--- config.mk ---
export PLATFORM = sky130hd
export DESIGN_NAME = ntt_ctrl
export DESIGN_NICKNAME = d
export VERILOG_FILES = /design/src/rtl/poly_pkg.sv /design/src/rtl/ntt_addr_gen.sv /design/src/rtl/ntt_ctrl.sv
export SDC_FILE = /design/constraint.sdc
export NUM_CORES = 1
export LEC_CHECK = 0
export CAP_MARGIN = 40
export CORE_MARGIN = 2
export CORE_UTILIZATION = 60
export DETAILED_ROUTE_END_ITERATION = 16
export GPL_ROUTABILITY_DRIVEN = 0
export PLACE_DENSITY = 0.82
export SYNTH_ARGS = -nofsm -noshare
export SYNTH_HDL_FRONTEND = slang
export SYNTH_SLANG_ARGS = --single-unit
--- constraint.sdc ---
create_clock -name clk -period 7.9 [get_ports clk]
set_clock_uncertainty 0.15 [all_clocks]
set_input_delay 1.58 -clock clk [delete_from_list [all_inputs] [get_ports clk]]
set_output_delay 1.58 -clock clk [all_outputs]
set_load 0.1 [all_outputs]
--- src/rtl/poly_pkg.sv ---
// poly_pkg: shared encodings, sizes and FSM state type for the poly unit
package poly_pkg;
  localparam logic [1:0] SEL_NTT = 2'd0;
  localparam logic [1:0] SEL_INTT = 2'd1;
  localparam logic [1:0] SEL_BYP = 2'd2;
  localparam logic [1:0] SEL_ILL = 2'd3;
  localparam int N = 256;
  localparam int KYBER_Q = 3329;
  typedef enum logic [1:0] {IDLE, ISSUE, DRAIN, DONE} state_t;
endpackage

--- src/rtl/ntt_addr_gen.sv ---
// ntt_addr_gen: combinational butterfly read addresses and twiddle index from (layer, i, mode)
module ntt_addr_gen import poly_pkg::*; #(
  parameter int LOGN = 8
) (
  input  logic [$clog2(LOGN)-1:0] layer,
  input  logic [LOGN-2:0]         i,
  input  logic [1:0]              sel,
  output logic [LOGN-1:0]         addr_a,
  output logic [LOGN-1:0]         addr_b,
  output logic [LOGN-2:0]         tw
);
  localparam int SW = $clog2(LOGN) + 1;
  localparam int IW = LOGN - 1;
  logic [SW-1:0] sh;
  logic [LOGN-1:0] len;
  logic [IW-1:0] g;
  // sh = log2(len); bypass runs with layer 0 so it shares the NTT layer-0 geometry
  always_comb begin
    sh = sel == SEL_INTT ? SW'(layer) + SW'(1) : SW'(LOGN - 1) - SW'(layer);
    len = LOGN'(1) << sh;
    g = i >> sh;
    addr_a = ({1'b0, g} << (sh + SW'(1))) | ({1'b0, i} & (len - LOGN'(1)));
    addr_b = addr_a + len;
    tw = sel == SEL_BYP ? '0 :
         sel == SEL_INTT ? (IW'(1) << (SW'(LOGN) - sh)) - IW'(1) - g :
         (IW'(1) << (SW'(LOGN - 1) - sh)) + g;
  end
endmodule

--- src/rtl/ntt_ctrl.sv ---
// ntt_ctrl: NTT/INTT/bypass sequencer for the butterfly unit; NTT_CTRL_PERF_EN adds a cyc_cnt job-length counter
module ntt_ctrl import poly_pkg::*; #(
  parameter int LOGN = 8,
  parameter int NLAYER = 7,
  parameter int RD_LAT = 1,
  parameter int BF_LAT = 5
) (
  input  logic            clk,
  input  logic            rst,
  input  logic            start,
  input  logic [1:0]      mode,
  output logic            busy,
  output logic            done,
  output logic            err,
  output logic            rd_en,
  output logic [LOGN-1:0] rd_addr_a,
  output logic [LOGN-1:0] rd_addr_b,
  output logic [LOGN-2:0] tw_addr,
  output logic [1:0]      bf_sel,
  output logic            wr_en,
  output logic [LOGN-1:0] wr_addr_a,
  output logic [LOGN-1:0] wr_addr_b
`ifdef NTT_CTRL_PERF_EN
  ,
  output logic [15:0]     cyc_cnt
`endif
);
  localparam int D = RD_LAT + BF_LAT;
  localparam int LW = $clog2(LOGN);
  localparam int IW = LOGN - 1;
  localparam int DW = $clog2(D + 1);
  state_t state;
  logic [LW-1:0] layer, gl;
  logic [IW-1:0] idx, gi, gtw;
  logic [DW-1:0] dcnt;
  logic [1:0] gsel;
  logic [LOGN-1:0] ga, gb;
  logic acc, iss, last;
  logic [2*LOGN:0] dly [D];
  // the generator looks one cycle ahead so the read strobe and addresses leave registered
  always_comb begin
    acc = state == IDLE && start && mode != SEL_ILL;
    last = bf_sel == SEL_BYP || layer == LW'(NLAYER - 1);
    iss = acc || state == ISSUE || (state == DRAIN && dcnt == DW'(D) && !last);
    gsel = state == IDLE ? mode : bf_sel;
    gl = state == DRAIN ? layer + LW'(1) : layer;
    gi = state == ISSUE ? idx : '0;
  end
  ntt_addr_gen #(.LOGN(LOGN)) u_gen (
    .layer(gl), .i(gi), .sel(gsel), .addr_a(ga), .addr_b(gb), .tw(gtw)
  );
  // job FSM: issue 128 butterflies, drain the pipeline, repeat per layer, then pulse done
  always_ff @(posedge clk) begin
    if (rst) begin
      state <= IDLE;
      layer <= '0;
      idx <= '0;
      dcnt <= '0;
      bf_sel <= '0;
      busy <= 1'b0;
      done <= 1'b0;
      err <= 1'b0;
      rd_en <= 1'b0;
      rd_addr_a <= '0;
      rd_addr_b <= '0;
      tw_addr <= '0;
    end else begin
      done <= 1'b0;
      err <= 1'b0;
      rd_en <= iss;
      if (iss) begin
        rd_addr_a <= ga;
        rd_addr_b <= gb;
        tw_addr <= gtw;
      end
      case (state)
        IDLE: if (start) begin
          if (mode == SEL_ILL) err <= 1'b1;
          else begin
            bf_sel <= mode;
            layer <= '0;
            idx <= IW'(1);
            busy <= 1'b1;
            state <= ISSUE;
          end
        end
        ISSUE: begin
          idx <= idx + IW'(1);
          if (&idx) begin
            dcnt <= '0;
            state <= DRAIN;
          end
        end
        DRAIN: begin
          dcnt <= dcnt + DW'(1);
          if (dcnt == DW'(D)) begin
            if (last) begin
              done <= 1'b1;
              state <= DONE;
            end else begin
              layer <= layer + LW'(1);
              idx <= IW'(1);
              state <= ISSUE;
            end
          end
        end
        default: begin
          busy <= 1'b0;
          layer <= '0;
          idx <= '0;
          state <= IDLE;
        end
      endcase
    end
  end
  // write-back strobe and addresses trail the reads by the full read + butterfly latency
  always_ff @(posedge clk) begin
    if (rst) for (int k = 0; k < D; k++) dly[k] <= '0;
    else begin
      dly[0] <= {rd_en, rd_addr_a, rd_addr_b};
      for (int k = 1; k < D; k++) dly[k] <= dly[k-1];
    end
  end
  assign {wr_en, wr_addr_a, wr_addr_b} = dly[D-1];
`ifdef NTT_CTRL_PERF_EN
  // counts busy cycles of the current job and holds after done until the next accept
  always_ff @(posedge clk) begin
    if (rst || acc) cyc_cnt <= '0;
    else if (busy) cyc_cnt <= cyc_cnt + 16'd1;
  end
`endif
endmodule

After elaboration in Yosys (flattened, before gate mapping)
Memory sizes are Yosys's and may differ from the RTL's.
Cells that the tools add are included.
- memories: 1
- bits in read-only memories: 0
- memory bits (writable): 102
- output and inout port bits: 46
- input bits: 5
- latch bits: 0
- word-level logic and storage cells: 118
- register bits: 44
- memory list (name ; depth ; width ; read ports ; clocked after memory_dff ; wr ports ; line ; text):
    dly ; 6 ; 17 ; 6 ; 0 ; 6 ; ntt_ctrl.sv:39 ; logic [2*LOGN:0] dly [D];
- equality and inequality tests: 14
- divide/modulo/power cells: 0
- order comparisons: 0
- muxes and demuxes: 38
- reductions and logical operators: 20
- $add $sub $neg: 13
- shifts and indexed selects: 5
- bitwise gates (word level): 15
- multipliers: 0
- operator list (cell ; count):
    2-to-1 mux 17 bit ; 6
    2-to-1 mux 7 bit ; 7
    one-hot mux 7 bit (3 select lines) ; 1
    2-to-1 mux 3 bit ; 6
    << shifter 1 x 4 -> 7 bit, first input constant ; 2
    2-to-1 mux 2 bit ; 6
    one-hot mux 3 bit (3 select lines) ; 1
    adder 8 bit ; 1
    AND 7 x 8 -> 8 bit ; 1
    == test 2 bit, second input constant ; 4
    != test 2 bit, second input constant ; 4
    bitwise OR 8 bit ; 1
    AND reduction 4 bit ; 2
    << shifter 1 x 4 -> 8 bit, first input constant ; 1
    << shifter 7 x 4 -> 8 bit ; 1
    subtractor 8 x 1 -> 8 bit, second input constant ; 1
    adder 7 x 1 -> 7 bit, second input constant ; 1
    adder 7 bit ; 1
    2-to-1 mux 1 bit ; 7
    inverter 1 bit ; 7
    AND reduction 7 bit ; 1
    >> shifter 7 x 4 -> 7 bit ; 1
    subtractor 7 x 1 -> 7 bit, second input constant ; 1
    subtractor 7 bit ; 1
    24 further kinds ; 40

Longest topological paths before layout
Gate-level depths: netlist of run 1.
- depth in word-level cells: 10
- depth in mapped cells: 25
- mapped depth without buffers: 23

Hierarchy
A second synthesis of run 1 with hierarchy kept.
- cell total of the unflattened synthesis: 751
- area, all modules: 7014.2 um^2
- by module, submodules not included (module ; times used ; area an instance (um^2) ; cells each):
    ntt_ctrl ; 1 ; 4887.2 ; 473
    ntt_addr_gen ; 1 ; 2127.0 ; 278

Worst setup path before layout of run 1
Ideal clock, no wire load.
- kind: reg2reg
- start: register state[0]
- end: register rd_addr_b[7]
- setup slack: 2.621 ns
- stages on the path, launching flop included: 25
- data required time: 7.621 ns
- data arrival time: 5.000 ns
- buffers on the path: 3
- setup time: 0.129 ns
- path through: dfxtp_1 inv_1 ha_1 ha_1 clkbuf_1 inv_1 clkbuf_1 ha_1 buf_2 and4bb_2 or4_4 nand2_1 ha_1 inv_1 o211ai_1 o21ai_0 nand2_1 ha_1 nand3_1 o211ai_1 o41ai_1 xor2_1 nor4b_1 a221oi_1 nand3_1
- word-level cells in the longest chain between the ends: 9
- RTL lines (what ; line ; text):
    start, declared ; ntt_ctrl.sv:32 ; state_t state;
    start signal, assigned ; ntt_ctrl.sv:55 ; state <= IDLE;
    start signal, assigned ; ntt_ctrl.sv:84 ; state <= ISSUE;
    start signal, assigned ; ntt_ctrl.sv:91 ; state <= DRAIN;
    == test 2 bit / logical NOT 2 bit (equally long branches) ; ntt_ctrl.sv:46, ntt_ctrl.sv:45 ;
    2-to-1 mux 3 bit / 2-to-1 mux 2 bit (equally long branches) ; ntt_ctrl.sv:46, ntt_ctrl.sv:45 ;
    subtractor 3 x 3 -> 4 bit, or another cell as far along ; ntt_addr_gen.sv:19 ; sh = sel == SEL_INTT ? SW'(layer) + SW'(1) : SW'(LOGN - 1) - SW'(layer);
    2-to-1 mux 4 bit ; ntt_addr_gen.sv:19 ;
    << shifter 1 x 4 -> 8 bit ; ntt_addr_gen.sv:20 ; len = LOGN'(1) << sh;
    subtractor 8 x 1 -> 8 bit ; ntt_addr_gen.sv:22 ; addr_a = ({1'b0, g} << (sh + SW'(1))) | ({1'b0, i} & (len - LOGN'(1)));
    AND 7 x 8 -> 8 bit ; ntt_addr_gen.sv:22 ;
    bitwise OR 8 bit (*) ; ntt_addr_gen.sv:22 ;
    named net ga[4] ; ntt_ctrl.sv:37 ; logic [LOGN-1:0] ga, gb;
    adder 8 bit (*) ; ntt_addr_gen.sv:23 ; addr_b = addr_a + len;
    end signal, assigned ; ntt_ctrl.sv:73 ; rd_addr_b <= gb;
    end, declared ; ntt_ctrl.sv:17 ; output logic [LOGN-1:0] rd_addr_b,
The timed path passes the listed nets; every way through them passes the cells marked *.
A chain may end at the register's enable or synchronous reset.

Final worst setup path of run 1
Ends and elaborated chain as after synthesis.

==> results of run 1 <==
==> cells by family after synthesis <==
logic type,after synthesis
buffers and inverters,75
AO/OA/AOI/OAI,144
multiplexers,13
flip-flops,146
adder cells (fa/ha/maj),37
XOR/XNOR,18
AND/OR/NAND/NOR,297
==> synthesized netlist by cell type (all sizes together) (3+ instances only) <==
cell	n
a211oi	7
a21boi	5
a21o	5
a21oi	39
a221oi	4
a31oi	9
a32o	4
and2	7
and3	4
buf	11
clkbuf	26
dfxtp	146
fa	3
ha	34
inv	37
mux2	3
mux2i	10
nand2	52
nand2b	7
nand3	10
nand4	3
nor2	64
nor2b	107
nor3	24
o211ai	7
o21a	4
o21ai	30
o22ai	5
o31ai	4
or3	4
xnor2	13
xor2	5
==> layer usage <==
metal / up-vias / routed length (µm)
met5: - / 0
met4: 0 / 730
met3: 80 / 1010
met2: 272 / 8040
met1: 2606 / 6130
li1: 2645 / -
==> power by group <==
| part | internal, mW | switching [mW] |
|---|---|---|
| Combinational | 0.338 | 0.637 |
| Clock | 0.450 | 0.298 |
| Sequential | 0.794 | 0.0420 |
==> area by class of cell <==
class	instances	area, µm²
inverters	38	143
repair buffers	99	1260
clock buffers	24	480
flip-flops and latches	146	2920
well taps	140	175
multi-input cells	509	3410
fillers	672	2370
clock inverters	7	76.3
==> sequential cells by signal, indices dropped and copies added, names as in the netlist <==
name and cells:
busy 1, layer 3, rd_en 1, idx 7
rd_addr_a 8, done 1, bf_sel 2, rd_addr_b 8
dcnt 3, err 1, tw_addr 7, state 2
dly 102
==> stage by stage <==
stage | std cells | setup WS [ns] | hold slack [ns] | util, %
final | 963 | 1.58 | 0.286 | 78.1
after global routing | 963 | 1.18 | 0.302 | 78.1
after CTS | 963 | 1.74 | 0.288 | 78.1
after detailed placement | 932 | 1.80 | 0.274 | 73.0
after global placement | 885 | 1.72 | 0.266 | 66.1
after floorplan | 730 | 2.62 | 0.264 | -
==> final timing paths <==
| path | start | endpoint | slack (ns) |
|---|---|---|---|
| setup / recovery | state[0] | rd_addr_b[7] | 1.58 |
| hold / removal | dly[4][14] | dly[5][14] | 0.29 |
| setup reg to reg | state[0] | rd_addr_b[7] | 1.58 |
| hold reg to reg | dly[4][14] | dly[5][14] | 0.29 |
==> critical path, cell delays in order (launching register included) <==
cell                       delay, ns
sky130_fd_sc_hd__dfxtp_1        0.34
sky130_fd_sc_hd__inv_1          0.12
sky130_fd_sc_hd__ha_1           0.50
sky130_fd_sc_hd__ha_1           0.38
sky130_fd_sc_hd__buf_16         0.19
sky130_fd_sc_hd__inv_1          0.32
sky130_fd_sc_hd__ha_1           0.45
sky130_fd_sc_hd__and4bb_2       0.32
sky130_fd_sc_hd__or4_4          0.48
sky130_fd_sc_hd__nand2_1        0.21
sky130_fd_sc_hd__ha_1           0.31
sky130_fd_sc_hd__inv_1          0.18
sky130_fd_sc_hd__o211ai_1       0.12
sky130_fd_sc_hd__o21ai_0        0.15
sky130_fd_sc_hd__nand2_1        0.09
sky130_fd_sc_hd__ha_1           0.36
sky130_fd_sc_hd__nand3_1        0.11
sky130_fd_sc_hd__o211ai_1       0.15
sky130_fd_sc_hd__o41ai_1        0.39
sky130_fd_sc_hd__xor2_1         0.34
sky130_fd_sc_hd__nor4b_1        0.09
sky130_fd_sc_hd__a221oi_1       0.32
sky130_fd_sc_hd__nand3_1        0.12
==> impl_results.md, run 1 <==
- Status: complete, no violations
- Global Route met2 Usage: 50.0%
- Antenna violations before repair: 0
- Post-route clock period utilization: 79.9%
- Commonest non-fill, non-tap cell in the layout: sky130_fd_sc_hd__dfxtp_1
- Maximum level of the CTS H-tree: 4
- Clock Root Buffer: sky130_fd_sc_hd__clkbuf_8
- Aggregate routed wire length: 15900 µm
- Via count of the first global-routing pass: 5487
- Row cnt: 38
- Top-level port count: 51
- Final hold violations: 0
- Area share of fa/ha/maj cells after synthesis: 7.30%
- Cts bufs inserted: 17
- Starting utilization of the core area: 61.3%
- Slew of the pin with the lowest slew margin: 0.880 ns
- Proportion of netlist area held by the largest area contributor: 44.0%
- Synth Area in Compound Gates: 15.6%
- Xor and xnor fraction of the mapped netlist area: 2.37%
- Post-placement cell area: 7910 µm²
- Power per standard cell area: 302 nW/µm²
- Final Max Slew Viols: 0
- Highest clock rate: 158 MHz
- Die X-Extent: 109 µm
- Vertical die dimension: 109 µm
- Max-Cap Viols: 0
- Setup Crit Path Kind: reg -> reg
- RSZ-0062 raised after global routing: no
- Overall power after layout: 2.56 mW
- Largest family of logic cells by synthesized area: simple AND/OR/NAND/NOR gates
- Total setup buffers inserted after CTS: 0
- Startpoint types: flip-flop
- Worst vdd rail ir drop: 227 µV
- Iteration-0 DRC count of the detailed router: 468
- Most used flip-flop cell after synthesis: sky130_fd_sc_hd__dfxtp_1
- Clock input transition at the sequential cells of the worst setup and hold paths: 0.06 ns
- Number of buffers added on ports: 50
- Multiplexer fraction of the synthesized cell area: 2.01%
- Maximum number of pins on one net before global-route repair: 89
- Via-to-Cell Ratio: 5.82
- Clock tree from TritonCTS: built
- Final non-filler cell area: 8470 µm²
- Leading cell types by total area after synthesis: sky130_fd_sc_hd__dfxtp_1, sky130_fd_sc_hd__nor2b_1, sky130_fd_sc_hd__ha_1, sky130_fd_sc_hd__nor2_1, sky130_fd_sc_hd__nand2_1
- DR vias: 5603
- Synth Area in Simple Gates: 24.1%
- Post-synthesis async set-or-reset flop share: 0%
- Share of post-route cells with drive strength above 1: 13.1%
- Count of unresolved DRC violations after routing: 0
- Deepest clock path buffer count: 2
- Placeable core region: 10800 µm²
- Area of the die: 11900 µm²
- Worst Hold Class: reg -> reg
- Highest fanout seen on the critical path: 25
- Static power due to leakage: 3.44 nW
- Count of flip-flops with a built-in enable after synthesis: 0
- Number of gates resized after CTS: 0
- Final period demand of the worst path: 6.32 ns
- Clock latency on the worst-skew pair: 0.54 ns
- Residual antenna-violating net count after detailed routing: 0
- Sum of negative setup slack: 0 ns
- Worst slew margin relative to its limit: 41.3%
- Routing usage on met1: 31.8%
- Reg2reg path depth: 22
- Leading area contributor after synthesis: sky130_fd_sc_hd__dfxtp_1
- Worst hold path cell count: 1
- Aggregate global routing overflow: 0
- Overall track demand over capacity in global routing: 28.5%
- Most frequent cells in the layout: sky130_fd_sc_hd__dfxtp_1, sky130_fd_sc_hd__nor2b_1, sky130_fd_sc_hd__nor2_1
- Average wire per standard cell: 16.5 µm
- Critical Path End Type: flip-flop
- # clock sinks: 146
- Global-route wire length before repair: 26000 µm
- Required time worst endpoint: 8.16 ns
- Number of cells produced by synthesis: 730
- Post-synthesis cell type count: 79
- Total nets after synthesis: 772
- Per-instance average area after synthesis: 9.11 µm²
- Layer with the highest usage after global routing: met2
- Post-detail-place hpwl: 10900 µm
- Post-layout nets: 853
- Met3 GRT Util: 6.81%
- Data arrival time at the worst-slack endpoint: 6.57 ns
- Pre-antenna DRT Iters: 9
- Number of warning messages in the yosys log: 0
- Post-synthesis instance area: 6650 µm²
- Final setup violation count: 0
- Hold buffers post-CTS: 0
- Post-synthesis sequential area ratio: 44.0%
- Yosys reg bits: 146
- Antenna cell count: 0
- Signed area change from the synthesized netlist to the final layout: 27.4%
Note: power is estimated with default switching activity, not from simulation.
==> run 2, diff against run 1 <==
Settings changed: CORE_UTILIZATION 60 to 58, PLACE_DENSITY 0.82 to 0.79.
Clock period 7.9 ns to 6.2 ns, I/O delays scaled along.
==> run 2 against run 1 <==
Net effect:
- critical path depth unchanged
- sequential power grew 27%
- sequential share of layout area decreased by 0.33 points
- final area up 0.98%
- non-clock buffer count up 4
- largest power group unchanged
==> impl_results.md, run 2 (synthesis results as in run 1) <==
- Status: complete, no violations
- Via count of the first global-routing pass: 5383
- Critical Path End Type: flip-flop
- Area of the die: 12300 µm²
- Final setup violation count: 0
- Startpoint of the most critical setup path: state[0]
- Setup Crit Path Kind: reg -> reg
- Slew of the pin with the lowest slew margin: 0.820 ns
- Antenna violations before repair: 0
- Post-route worst setup slack: 0.457 ns
- Clock Root Buffer: sky130_fd_sc_hd__clkbuf_16
- Worst Hold Class: reg -> reg
- Required time worst endpoint: 6.34 ns
- Placeable core region: 11300 µm²
- Largest registers: dly: 102 flops, rd_addr_a: 8 flops, rd_addr_b: 8 flops
- DR vias: 5414
- Pre-antenna DRT Iters: 8
- Overall power after layout: 3.28 mW
- Count of unresolved DRC violations after routing: 0
- Post-Place Setup Slack: 0.428 ns
- Worst reg2reg path startpoint: state[0]
- Static power due to leakage: 3.48 nW
- Via-to-Cell Ratio: 5.58
- Highest clock rate: 174 MHz
- # clock sinks: 146
- Sum of negative setup slack: 0 ns
- Share of post-route cells with drive strength above 1: 14.1%
- Cts bufs inserted: 17
- Starting utilization of the core area: 58.7%
- Power per standard cell area: 384 nW/µm²
- Final standard cell count with taps included and fillers excluded: 971
- Highest fanout seen on the critical path: 18
- Overall track demand over capacity in global routing: 26.2%
- Maximum level of the CTS H-tree: 4
- Startpoint types: flip-flop
- Residual antenna-violating net count after detailed routing: 0
- RSZ-0062 raised after global routing: no
- Clock input transition at the sequential cells of the worst setup and hold paths: 0.06 ns
- Clock latency on the worst-skew pair: 0.42 ns
- Post-placement cell area: 7980 µm²
- FILL cells: 738
- Placed cell count: 939
- Signed area change from the synthesized netlist to the final layout: 28.6%
- Vertical die dimension: 111 µm
- Post-layout nets: 857
- Max-Cap Viols: 0
- Total setup buffers inserted after CTS: 0
- Aggregate global routing overflow: 0
- Die X-Extent: 111 µm
- Clock tree from TritonCTS: built
- Flip-flop count of the largest register after layout: 102
- Startpoint of the tightest hold check path: dly[2][4]
- Worst slew margin relative to its limit: 45.3%
- Worst vdd rail ir drop: 325 µV
- Top-level port count: 51
- Row cnt: 39
- Number of buffers added on ports: 50
- Antenna cell count: 0
- Maximum number of pins on one net before global-route repair: 97
- Aggregate routed wire length: 16000 µm
- Final Max Slew Viols: 0
- Final period demand of the worst path: 5.74 ns
- Final non-filler cell area: 8550 µm²
- Most frequent cells in the layout: sky130_fd_sc_hd__dfxtp_1, sky130_fd_sc_hd__nor2b_1, sky130_fd_sc_hd__nor2_1
- Deepest clock path buffer count: 2
- Post-detail-place hpwl: 11000 µm
- Top register by number of flip-flops: dly
- Global-route wire length before repair: 26300 µm
- Final hold violations: 0
- Average wire per standard cell: 16.4 µm
- Data arrival time at the worst-slack endpoint: 5.88 ns
- Iteration-0 DRC count of the detailed router: 530
- Commonest non-fill, non-tap cell in the layout: sky130_fd_sc_hd__dfxtp_1
- Post-route clock period utilization: 92.6%
-- run 2: cell types whose count changed in the layout (fill, tap and decap cells not counted), sizes merged --
| cell | change |
|---|---|
| clkbuf | -5 |
| buf | +4 |
| bufinv | -1 |
| inv | +7 |
-- run 2: final cells by class --
class | instances | area [µm²] | area share (%)
multi-input cells | 509 | 3420 | 40.0
repair buffers | 103 | 1320 | 15.5
flip-flops and latches | 146 | 2920 | 34.2
clock inverters | 13 | 113 | 1.32
inverters | 38 | 143 | 1.67
well taps | 143 | 179 | 2.09
clock buffers | 19 | 453 | 5.30
-- run 2: final timing paths --
| kind | endpoint | slack, ns | cells after the start |
|---|---|---|---|
| min | dly[3][4] | 0.28 | 1 |
| min reg2reg | dly[3][4] | 0.28 | 1 |
| max reg2reg | rd_addr_b[7] | 0.46 | 22 |
| max | rd_addr_b[7] | 0.46 | 22 |
-- run 2: through the flow --
| step | hold WS (ns) | util [%] |
|---|---|---|
| 2_1_floorplan | 0.264 | - |
| 6_report | 0.281 | 75.5 |
| 3_5_place_dp | 0.270 | 70.5 |
| 3_3_place_gp | 0.266 | 63.6 |
| 4_1_cts | 0.280 | 75.5 |
| 5_1_grt | 0.302 | 75.5 |
-- run 2: power by group --
part | internal [mW] | switching [mW] | total (mW)
combinational | 0.449 | 0.811 | 1.26
clock | 0.545 | 0.414 | 0.960
sequential | 1.01 | 0.0523 | 1.06
total | 2.01 | 1.28 | 3.28
-- run 2: worst max-delay path, stage by stage (launching register included) --
cell and delay [ns]:
sky130_fd_sc_hd__dfxtp_1 0.34, sky130_fd_sc_hd__inv_1 0.13, sky130_fd_sc_hd__ha_2 0.40, sky130_fd_sc_hd__nor2b_1 0.31
sky130_fd_sc_hd__nor2_1 0.16, sky130_fd_sc_hd__inv_1 0.14, sky130_fd_sc_hd__ha_1 0.41, sky130_fd_sc_hd__and4bb_2 0.32
sky130_fd_sc_hd__or4_4 0.48, sky130_fd_sc_hd__nand2_1 0.21, sky130_fd_sc_hd__ha_1 0.31, sky130_fd_sc_hd__inv_1 0.17
sky130_fd_sc_hd__o211ai_1 0.10, sky130_fd_sc_hd__o21ai_0 0.13, sky130_fd_sc_hd__nand2_1 0.08, sky130_fd_sc_hd__ha_1 0.35
sky130_fd_sc_hd__nand3_1 0.11, sky130_fd_sc_hd__o211ai_1 0.14, sky130_fd_sc_hd__o41ai_1 0.36, sky130_fd_sc_hd__xor2_1 0.31
sky130_fd_sc_hd__nor4b_1 0.10, sky130_fd_sc_hd__a221oi_1 0.29, sky130_fd_sc_hd__nand3_1 0.10
-- run 2: routing by layer --
metal / track usage (%) / part of all wire [%] / vias up
li1: - / - / 2654
met1: 31.6 / 41 / 2505
met2: 46.7 / 52 / 218
met3: 4.92 / 5.5 / 37
met4: 9.38 / 2.1 / 0
met5: 0 / 0 / -
-- run 2: what timing repair did --
item	4_1_cts	5_1_grt
hold buffers	0	0
setup endpoints to repair	0	1
gates resized for setup	0	1
